`config.mk`:
```
export PLATFORM = sky130hd
export DESIGN_NAME = apply_sweep_scheduler
export DESIGN_NICKNAME = d
export VERILOG_FILES = /design/src/rtl/apply_sweep_scheduler.sv
export SDC_FILE = /design/constraint.sdc
export NUM_CORES = 1
export LEC_CHECK = 0
export BUFFER_PORTS_ARGS = -buffer_cell sky130_fd_sc_hd__buf_2
export CORE_MARGIN = 2
export CORE_UTILIZATION = 52
export DETAILED_ROUTE_END_ITERATION = 8
export HOLD_SLACK_MARGIN = 0.08
export PLACE_DENSITY = 0.8
export SLEW_MARGIN = 20
export SYNTH_ARGS = -nofsm -noshare
export SYNTH_HDL_FRONTEND = slang
export SYNTH_SLANG_ARGS = --single-unit
```
`constraint.sdc`:
```
create_clock -name sys_clk -period 3.3 [get_ports sys_clk]
set_clock_uncertainty 0.05 [all_clocks]
set_input_delay 0.495 -clock sys_clk [delete_from_list [all_inputs] [get_ports sys_clk]]
set_output_delay 0.495 -clock sys_clk [all_outputs]
set_load 0.01 [all_outputs]
```
`src/rtl/apply_sweep_scheduler.sv`:
```
// apply_sweep_scheduler: sweeps the partition's node-state memory once per
// accepted start and streams each record into apply. A 2-entry skid FIFO
// decouples memory read latency from apply back-pressure. A barrier token
// carrying the round number closes each sweep.
module apply_sweep_scheduler #(
    parameter int          NUM_NODES    = 16,
    parameter int          ADDR_W       = 4,
    parameter logic [31:0] NODEID_BASE  = 32'h0,
    parameter bit          SKIP_INVALID = 1'b1
) (
    input  logic              sys_clk,
    input  logic              sys_rst,
    input  logic              start_valid,
    input  logic [1:0]        start_round,
    output logic              start_ack,
    output logic              mem_rd_en,
    output logic [ADDR_W-1:0] mem_rd_adr,
    input  logic [33:0]       mem_rd_data,
    output logic              valid_out,
    output logic [31:0]       nodeid_out,
    output logic [31:0]       state_parent_out,
    output logic              state_active_out,
    output logic              state_valid_out,
    output logic [1:0]        round_out,
    output logic              barrier_out,
    input  logic              apply_ready,
    output logic              busy,
    output logic              done,
    output logic              round_err
);

    localparam logic [ADDR_W-1:0] LAST_ADR = ADDR_W'(NUM_NODES - 1);

    typedef enum logic [1:0] {S_IDLE, S_SWEEP, S_DRAIN, S_BARRIER} state_t;

    typedef struct packed {
        logic [31:0] nodeid;
        logic [31:0] parent;
        logic        active;
        logic        valid;
    } rec_t;

    state_t            state, state_nxt;
    logic [ADDR_W-1:0] rd_adr;       // next address to issue
    logic [ADDR_W-1:0] rd_adr_q;     // address of the read in flight
    logic              rd_inflight;  // read issued last cycle, data returns now
    logic              rd_issue;
    logic              last_issue;
    logic              accept;

    rec_t              fifo_mem [2];
    logic              wr_ptr, rd_ptr;
    logic [1:0]        fifo_cnt;
    logic              fifo_empty;
    logic              push, pop;
    logic [2:0]        occupancy;
    rec_t              push_rec, head;

    logic [1:0]        round_q, exp_round;
    logic              err_q, done_q;

    // Flow control: count FIFO slots already claimed by stored and in-flight
    // records, crediting this cycle's pop so a full-rate stream never bubbles.
    always_comb begin
        fifo_empty = (fifo_cnt == 2'd0);
        pop        = !fifo_empty && apply_ready;
        push       = rd_inflight && (!SKIP_INVALID || mem_rd_data[33]);
        occupancy  = {1'b0, fifo_cnt} + {2'b00, rd_inflight} - {2'b00, pop};
        accept     = start_valid && (state == S_IDLE);
        rd_issue   = (state == S_SWEEP) && (occupancy < 3'd2);
        last_issue = rd_issue && (rd_adr == LAST_ADR);
        push_rec   = {NODEID_BASE + 32'(rd_adr_q), mem_rd_data[31:0],
                      mem_rd_data[32], mem_rd_data[33]};
        head       = fifo_empty ? '0 : fifo_mem[rd_ptr];
    end

    // Next-state logic for the sweep sequencer.
    always_comb begin
        state_nxt = state;
        case (state)
            S_IDLE:    if (accept)                       state_nxt = S_SWEEP;
            S_SWEEP:   if (last_issue)                   state_nxt = S_DRAIN;
            S_DRAIN:   if (fifo_empty && !rd_inflight)   state_nxt = S_BARRIER;
            S_BARRIER: if (apply_ready)                  state_nxt = S_IDLE;
            default:                                     state_nxt = S_IDLE;
        endcase
    end

    // Sequencer state, read address generation and round bookkeeping.
    always_ff @(posedge sys_clk or posedge sys_rst) begin
        if (sys_rst) begin
            state       <= S_IDLE;
            rd_adr      <= '0;
            rd_adr_q    <= '0;
            rd_inflight <= 1'b0;
            round_q     <= 2'd0;
            exp_round   <= 2'd0;
            err_q       <= 1'b0;
            done_q      <= 1'b0;
        end else begin
            state       <= state_nxt;
            rd_inflight <= rd_issue;
            done_q      <= (state == S_BARRIER) && apply_ready;
            if (rd_issue) begin
                rd_adr_q <= rd_adr;
                rd_adr   <= rd_adr + ADDR_W'(1);
            end
            if (accept) begin
                round_q   <= start_round;
                rd_adr    <= '0;
                exp_round <= start_round + 2'd1;
                if (start_round != exp_round) err_q <= 1'b1;
            end
        end
    end

    // FIFO pointers and occupancy; push and pop may happen together.
    always_ff @(posedge sys_clk or posedge sys_rst) begin
        if (sys_rst) begin
            wr_ptr   <= 1'b0;
            rd_ptr   <= 1'b0;
            fifo_cnt <= 2'd0;
        end else begin
            if (push) wr_ptr <= ~wr_ptr;
            if (pop)  rd_ptr <= ~rd_ptr;
            case ({push, pop})
                2'b10:   fifo_cnt <= fifo_cnt + 2'd1;
                2'b01:   fifo_cnt <= fifo_cnt - 2'd1;
                default: fifo_cnt <= fifo_cnt;
            endcase
        end
    end

    // FIFO storage; contents are don't-care while the count says empty.
    always_ff @(posedge sys_clk) begin
        if (push) fifo_mem[wr_ptr] <= push_rec;
    end

    // Head of FIFO (zeroed when empty) drives the stream; barrier adds the flag.
    always_comb begin
        start_ack        = (state == S_IDLE);
        busy             = (state != S_IDLE);
        mem_rd_en        = rd_issue;
        mem_rd_adr       = rd_adr;
        valid_out        = !fifo_empty || (state == S_BARRIER);
        barrier_out      = (state == S_BARRIER);
        nodeid_out       = head.nodeid;
        state_parent_out = head.parent;
        state_active_out = head.active;
        state_valid_out  = head.valid;
        round_out        = round_q;
        done             = done_q;
        round_err        = err_q;
    end

endmodule

```
# After elaboration in Yosys (flattened, before gate mapping)
# Memories as Yosys holds them, arrays and structs flattened.
# Index checks and enable logic that the tools add are counted.
# word_totals
register_bits,21
ramBits,76
input_bits,40
output_inout_bits,79
elab_cells,60
n_memories,1
# classes
addsub,6
order_cmp,1
eq_ne,11
mux,11
bitwise_logic,2
reduce_logical,17
# mem_list
name,words,width,read_ports,rd_clocked_by_memory_dff,wr,line,source
fifo_mem,2,38,1,0,1,51,rec_t fifo_mem [2];
# ops
operator,n
2-to-1 mux 66 bit,1
2-to-1 mux 2 bit,4
2-to-1 mux 4 bit,2
one-hot mux 2 bit (4 select lines),1
logical AND 1 bit,7
== test 2 bit (second input constant),3
nonzero test 2 bit,3
adder 2 x 1 -> 2 bit (second input constant),2
adder 4 x 1 -> 4 bit (second input constant),1
== test 2 x 1 -> 1 bit (second input constant),2
== test 4 bit (second input constant),1
logical NOT 2 bit,2
inequality test 2 x 1 -> 1 bit (second input constant),2
inequality test 2 bit (second input constant),2
one-hot mux 2 bit (2 select lines),1
AND reduction 4 bit,1
adder 2 x 1 -> 3 bit,1
< comparator 3 x 2 -> 1 bit (second input constant),1
subtractor 3 x 1 -> 3 bit,1
logical NOT 1 bit,2
2-to-1 mux 1 bit,2
inequality test 2 bit,1
inverter 1 bit,2
AND reduction 2 bit,1
other kinds (2),2

# Logic depth before layout (Yosys ltp)
# logic_depth
depth_word,9
ltp_mapped,9
depth_no_buf,8

# Least setup slack after synthesis
# OpenSTA, ideal clock, no wires.
# synth_timing
kind,input port to flip-flop
startpoint,in mem_rd_data[33]
endpoint,mem fifo_mem[0][0] in the netlist's numbering (enable)
setup_ps,433
arrival_ps,2236
required_ps,2817
slack_ps,581
cell_stages,2
n_path_buf,0
cell_sequence,nand2_1 -> nor2_1
# synth_between
elab_chain_len,3
# synth_rtl
element,line,source
from (decl),18,"input logic [33:0] mem_rd_data,"
logical AND 1 bit,67,push = rd_inflight && (!SKIP_INVALID || mem_rd_data[33]);
2-to-1 mux 1 bit,136,if (push) fifo_mem[wr_ptr] <= push_rec;
2-to-1 mux 1 bit (not written as such),136,
to (decl),51,
# Every way passes these cells.

# Worst setup path after layout
# layout_timing
startpoint,reg fifo_cnt[1]
endpoint,out mem_rd_en
# layout_between
elab_chain_len,6
word_cells_on_any_way,7
cone_classes,add/sub: 2; order compare: 1; reduce/logical: 4
# layout_rtl
element,line,source
from (decl),53,logic [1:0] fifo_cnt;
from (signal assigned),127,2'b10: fifo_cnt <= fifo_cnt + 2'd1;
from (signal assigned),128,2'b01: fifo_cnt <= fifo_cnt - 2'd1;
from (signal assigned),129,default: fifo_cnt <= fifo_cnt;
"parallel branches: the longest is 3 deep, another holds adder 2 x 1 -> 3 bit",--,
subtractor 3 x 1 -> 3 bit (*),68,"occupancy = {1'b0, fifo_cnt} + {2'b00, rd_inflight} - {2'b00, pop};"
< comparator 3 x 2 -> 1 bit (*),70,rd_issue = (state == S_SWEEP) && (occupancy < 3'd2);
logical AND 1 bit (*),70,
to (decl),16,"output logic mem_rd_en,"
# Every way passes the cells marked *.

==> impl_results.md <==
- Setup WS post-layout: 0.474 ns
- VDD IR max: 468 uV
- Core box area: 7690 sq um
- Net count reported at finish: 425
- Total gr overflow: 0
- Total negative slack: 0 ns
- Max-capacitance violation count: 0
- Io pins: 119
- Seq pwr share: 46.8%
- Critical Path End: mem_rd_en
- Cells resized by post-CTS repair: 0
- Fillers: 594
- CP required: 2.75 ns
- CTS H-tree lvls: 3
- Initial Util: 53.5%
- Syn_area_per_cell: 14.3 sq um
- Crit-path max cell delay: 0.46 ns
- Placer Congestion: 0.765
- Hold Path Class: in2async
- Hold buffers post-CTS: 0
- Worst rel slew slack: 40.0%
- Crit path max fanout: 10
- First-pass GRT wire length: 11800 um
- Final HPWL DP: 4950 um
- Max Freq: 354 MHz
- Layout cells sized above 1: 30.7%
- Layout area overhead: 16.0%
- Die Area: 8640 sq um
- Root Buffer: clkbuf_8
- Gr usage total: 18.2%
- Skew-Pair Late Insertion Delay: 0.35 ns
- Final setup violation count: 0
- CP Capture Type: output port
- Post-DR wirelength/cell: 15.3 um
- R2R setup slack: 0.80 ns
- Clock power frac: 20.1%
- Combinational share of power: 33.1%
- Starting DRC count in detailed routing: 138
- Post-layout min period: 2.83 ns
- P_leak: 0.00208 uW
- Slew @ Worst Pin: 0.898 ns
- Final WL: 7450 um
- Setup bufs post-CTS: 0
- Pins Over Slew Limit: 0
- Core Rows: 32
- Final worst path period share: 85.6%
- Worst Setup Start Kind: register
- First-pass DRT Iterations: 4
- WS Path Type: reg2out
- CTS tree: done
- Capturing point of the worst reg2reg path: state[1]
- Worst reg2reg path depth: 9
- Internal power: 2430 uW
- FF+latch count, synth: 97
- DRC: 0
- Mapped cell area: 4110 sq um
- Critical Path AT: 2.28 ns
- Final hold violations: 0
- Cells after synthesis: 287
- Die outline height: 92.9 um
- Sequential cell area fraction in the yosys report: 68.3%
- Power per Cell Area: 769 nW/um^2
- Post-synth cell types: 35
- Initial antenna violation count: 0
- N_diodes: 0
- Port bufs: 90
- Status: completed
- Largest net degree at the start of global routing: 39
- Yosys warning total: 0
- Placed cell area: 4580 sq um
- Fin util: 62.0%
- Sw Share: 33.8%
- Remaining antenna violation count: 0
- Reported net switching power: 1240 uW
- Clock-pin slew on the worst setup and hold paths: 0.09 ns
- Unrepaired setup endpoints after global routing: no
- Worst r2r src: fifo_cnt[1]
- Pre-CTS setup slack: 0.673 ns
- Routed vias: 2404
- Vias in the first global route: 2326
- Non-Filler Cell Area, Final: 4770 sq um
- Most used cell, CP: nand2_1
- Bufs on Longest Clock Path: 2
- CP Cell Sequence: buf_4, nand2_1, mux2i_1, nand2_1, fa_1, xor2_4, nor2_2, buf_2
- Worst Setup SP: fifo_cnt[1]
- DR vias/cell: 4.95
- Crit-path slowest cell: fa_1
- Die Width: 92.9 um
- CTS buffer count: 9
- Sink Count: 97
[worst max-delay path: cells and delay by family (launching register included)]
family | cells | cell delay, ns
flip-flops | 1 | 0.34
XOR/XNOR | 1 | 0.20
adder cells (fa/ha/maj) | 1 | 0.46
multiplexers | 1 | 0.24
AND/OR/NAND/NOR | 3 | 0.36
buffers and inverters | 2 | 0.34
[metrics by stage]
step / total power (uW) / hold WS [ns] / instances
6_report: 3670 / 0.241 / 486
3_3_place_gp: 2930 / 0.397 / 470
2_1_floorplan: 2550 / 0.388 / 314
3_5_place_dp: 2970 / 0.408 / 470
5_1_grt: 3900 / 0.257 / 486
4_1_cts: 3710 / 0.255 / 486
[sequential cells by signal (all words and copies together), names as in the netlist]
register     flops
rd_adr_q         4
fifo_cnt         2
round_out        2
rd_ptr           1
rd_inflight      1
exp_round        2
round_err        1
done             1
mem_rd_adr       4
state            2
wr_ptr           1
fifo_mem        76
[power groups by stage]
| stage | combinational [uW] | sequential, uW | clock (uW) |
|---|---|---|---|
| final | 1220 | 1720 | 737 |
| after global placement | 1200 | 1730 | 0 |
| after global routing | 1350 | 1750 | 803 |
| after detailed placement | 1230 | 1740 | 0 |
| after CTS | 1230 | 1720 | 756 |
| after floorplan | 890 | 1660 | 0 |
[routing by layer]
metal	vias to the layer above	routed length (um)	GRT usage (%)
li1	1136	-	-
met2	97	3690	29.6
met3	10	455	3.66
met1	1161	3200	24.0
met4	0	105	7.72
met5	-	0	0
[synthesized netlist by cell type]
cell | n | area share, %
edfxtp_1 | 76 | 55
nor2_1 | 47 | 4.3
mux2i_1 | 39 | 9.5
buf_4 | 29 | 5.3
dfrtp_1 | 21 | 13
nand2_1 | 14 | 1.3
xnor2_1 | 7 | 1.5
ha_1 | 5 | 1.5
buf_2 | 4 | 0.49
clkbuf_1 | 4 | 0.36
inv_1 | 4 | 0.36
mux2_2 | 4 | 1.1
o21ai_0 | 4 | 0.49
a21oi_1 | 2 | 0.24
and2_1 | 2 | 0.30
and3_1 | 2 | 0.30
buf_1 | 2 | 0.18
nand2b_1 | 2 | 0.30
nor3_1 | 2 | 0.24
xor2_1 | 2 | 0.43
a32oi_1 | 1 | 0.21
buf_6 | 1 | 0.27
conb_1 | 1 | 0.091
fa_1 | 1 | 0.49
mux2_1 | 1 | 0.27
nand3_1 | 1 | 0.12
nand4_1 | 1 | 0.15
nor2_2 | 1 | 0.15
nor3b_1 | 1 | 0.18
o2111ai_1 | 1 | 0.21
o21a_1 | 1 | 0.18
o21ai_2 | 1 | 0.21
o31ai_1 | 1 | 0.18
or3_1 | 1 | 0.15
xor2_4 | 1 | 0.67
[cell usage in the layout, fill, tap and decap left out, types with 2 or more instances in the layout]
cell	n
buf_4	3
clkbuf_1	2
nand2_1	14
inv_1	4
ha_1	5
nand2b_1	2
and2_1	2
conb_1	28
edfxtp_1	76
o21ai_0	4
buf_2	90
nor3_1	2
nor2_4	2
mux2i_1	39
clkinvlp_4	2
a21oi_1	2
clkbuf_8	9
xnor2_1	7
mux2_2	4
dfrtp_1	20
nor2_1	45
xor2_1	2
[cell type report]
cell class | instances | area, sq um | area share, %
clock buffers | 11 | 131 | 2.75
clock inverters | 5 | 57.6 | 1.21
inverters | 4 | 15.0 | 0.315
multi-input cells | 173 | 1140 | 23.8
flip-flops and latches | 97 | 2810 | 58.9
well taps | 102 | 128 | 2.68
repair buffers | 94 | 493 | 10.3
[kinds of logic (layout without fill, tap and decap cells)]
logic type | Yosys count | count (layout) | synth area share, %
buffers and inverters | 44 | 114 | 6.97
flip-flops | 97 | 97 | 68.3
XOR/XNOR | 10 | 10 | 2.59
other | 1 | 28 | 0.0912
AND/OR/NAND/NOR | 74 | 74 | 7.48
adder cells (fa/ha/maj) | 6 | 6 | 2.01
multiplexers | 44 | 44 | 10.9
AO/OA/AOI/OAI | 11 | 11 | 1.73
[how the worst min path moves through the flow]
stage	from	endpoint	slack, ns	cells past startpoint
global placement	round_err	round_err	0.40	1
global route	mem_rd_data[23]	fifo_mem[0][25]	0.26	1
detailed placement	round_out[1]	round_out[1]	0.41	2
floorplan	rd_adr_q[0]	fifo_mem[0][34]	0.39	0
CTS	sys_rst	rd_adr_q[1]	0.26	2
finish	sys_rst	mem_rd_adr[0]	0.24	2
No activity file was read; power rests on OpenSTA's default activity.
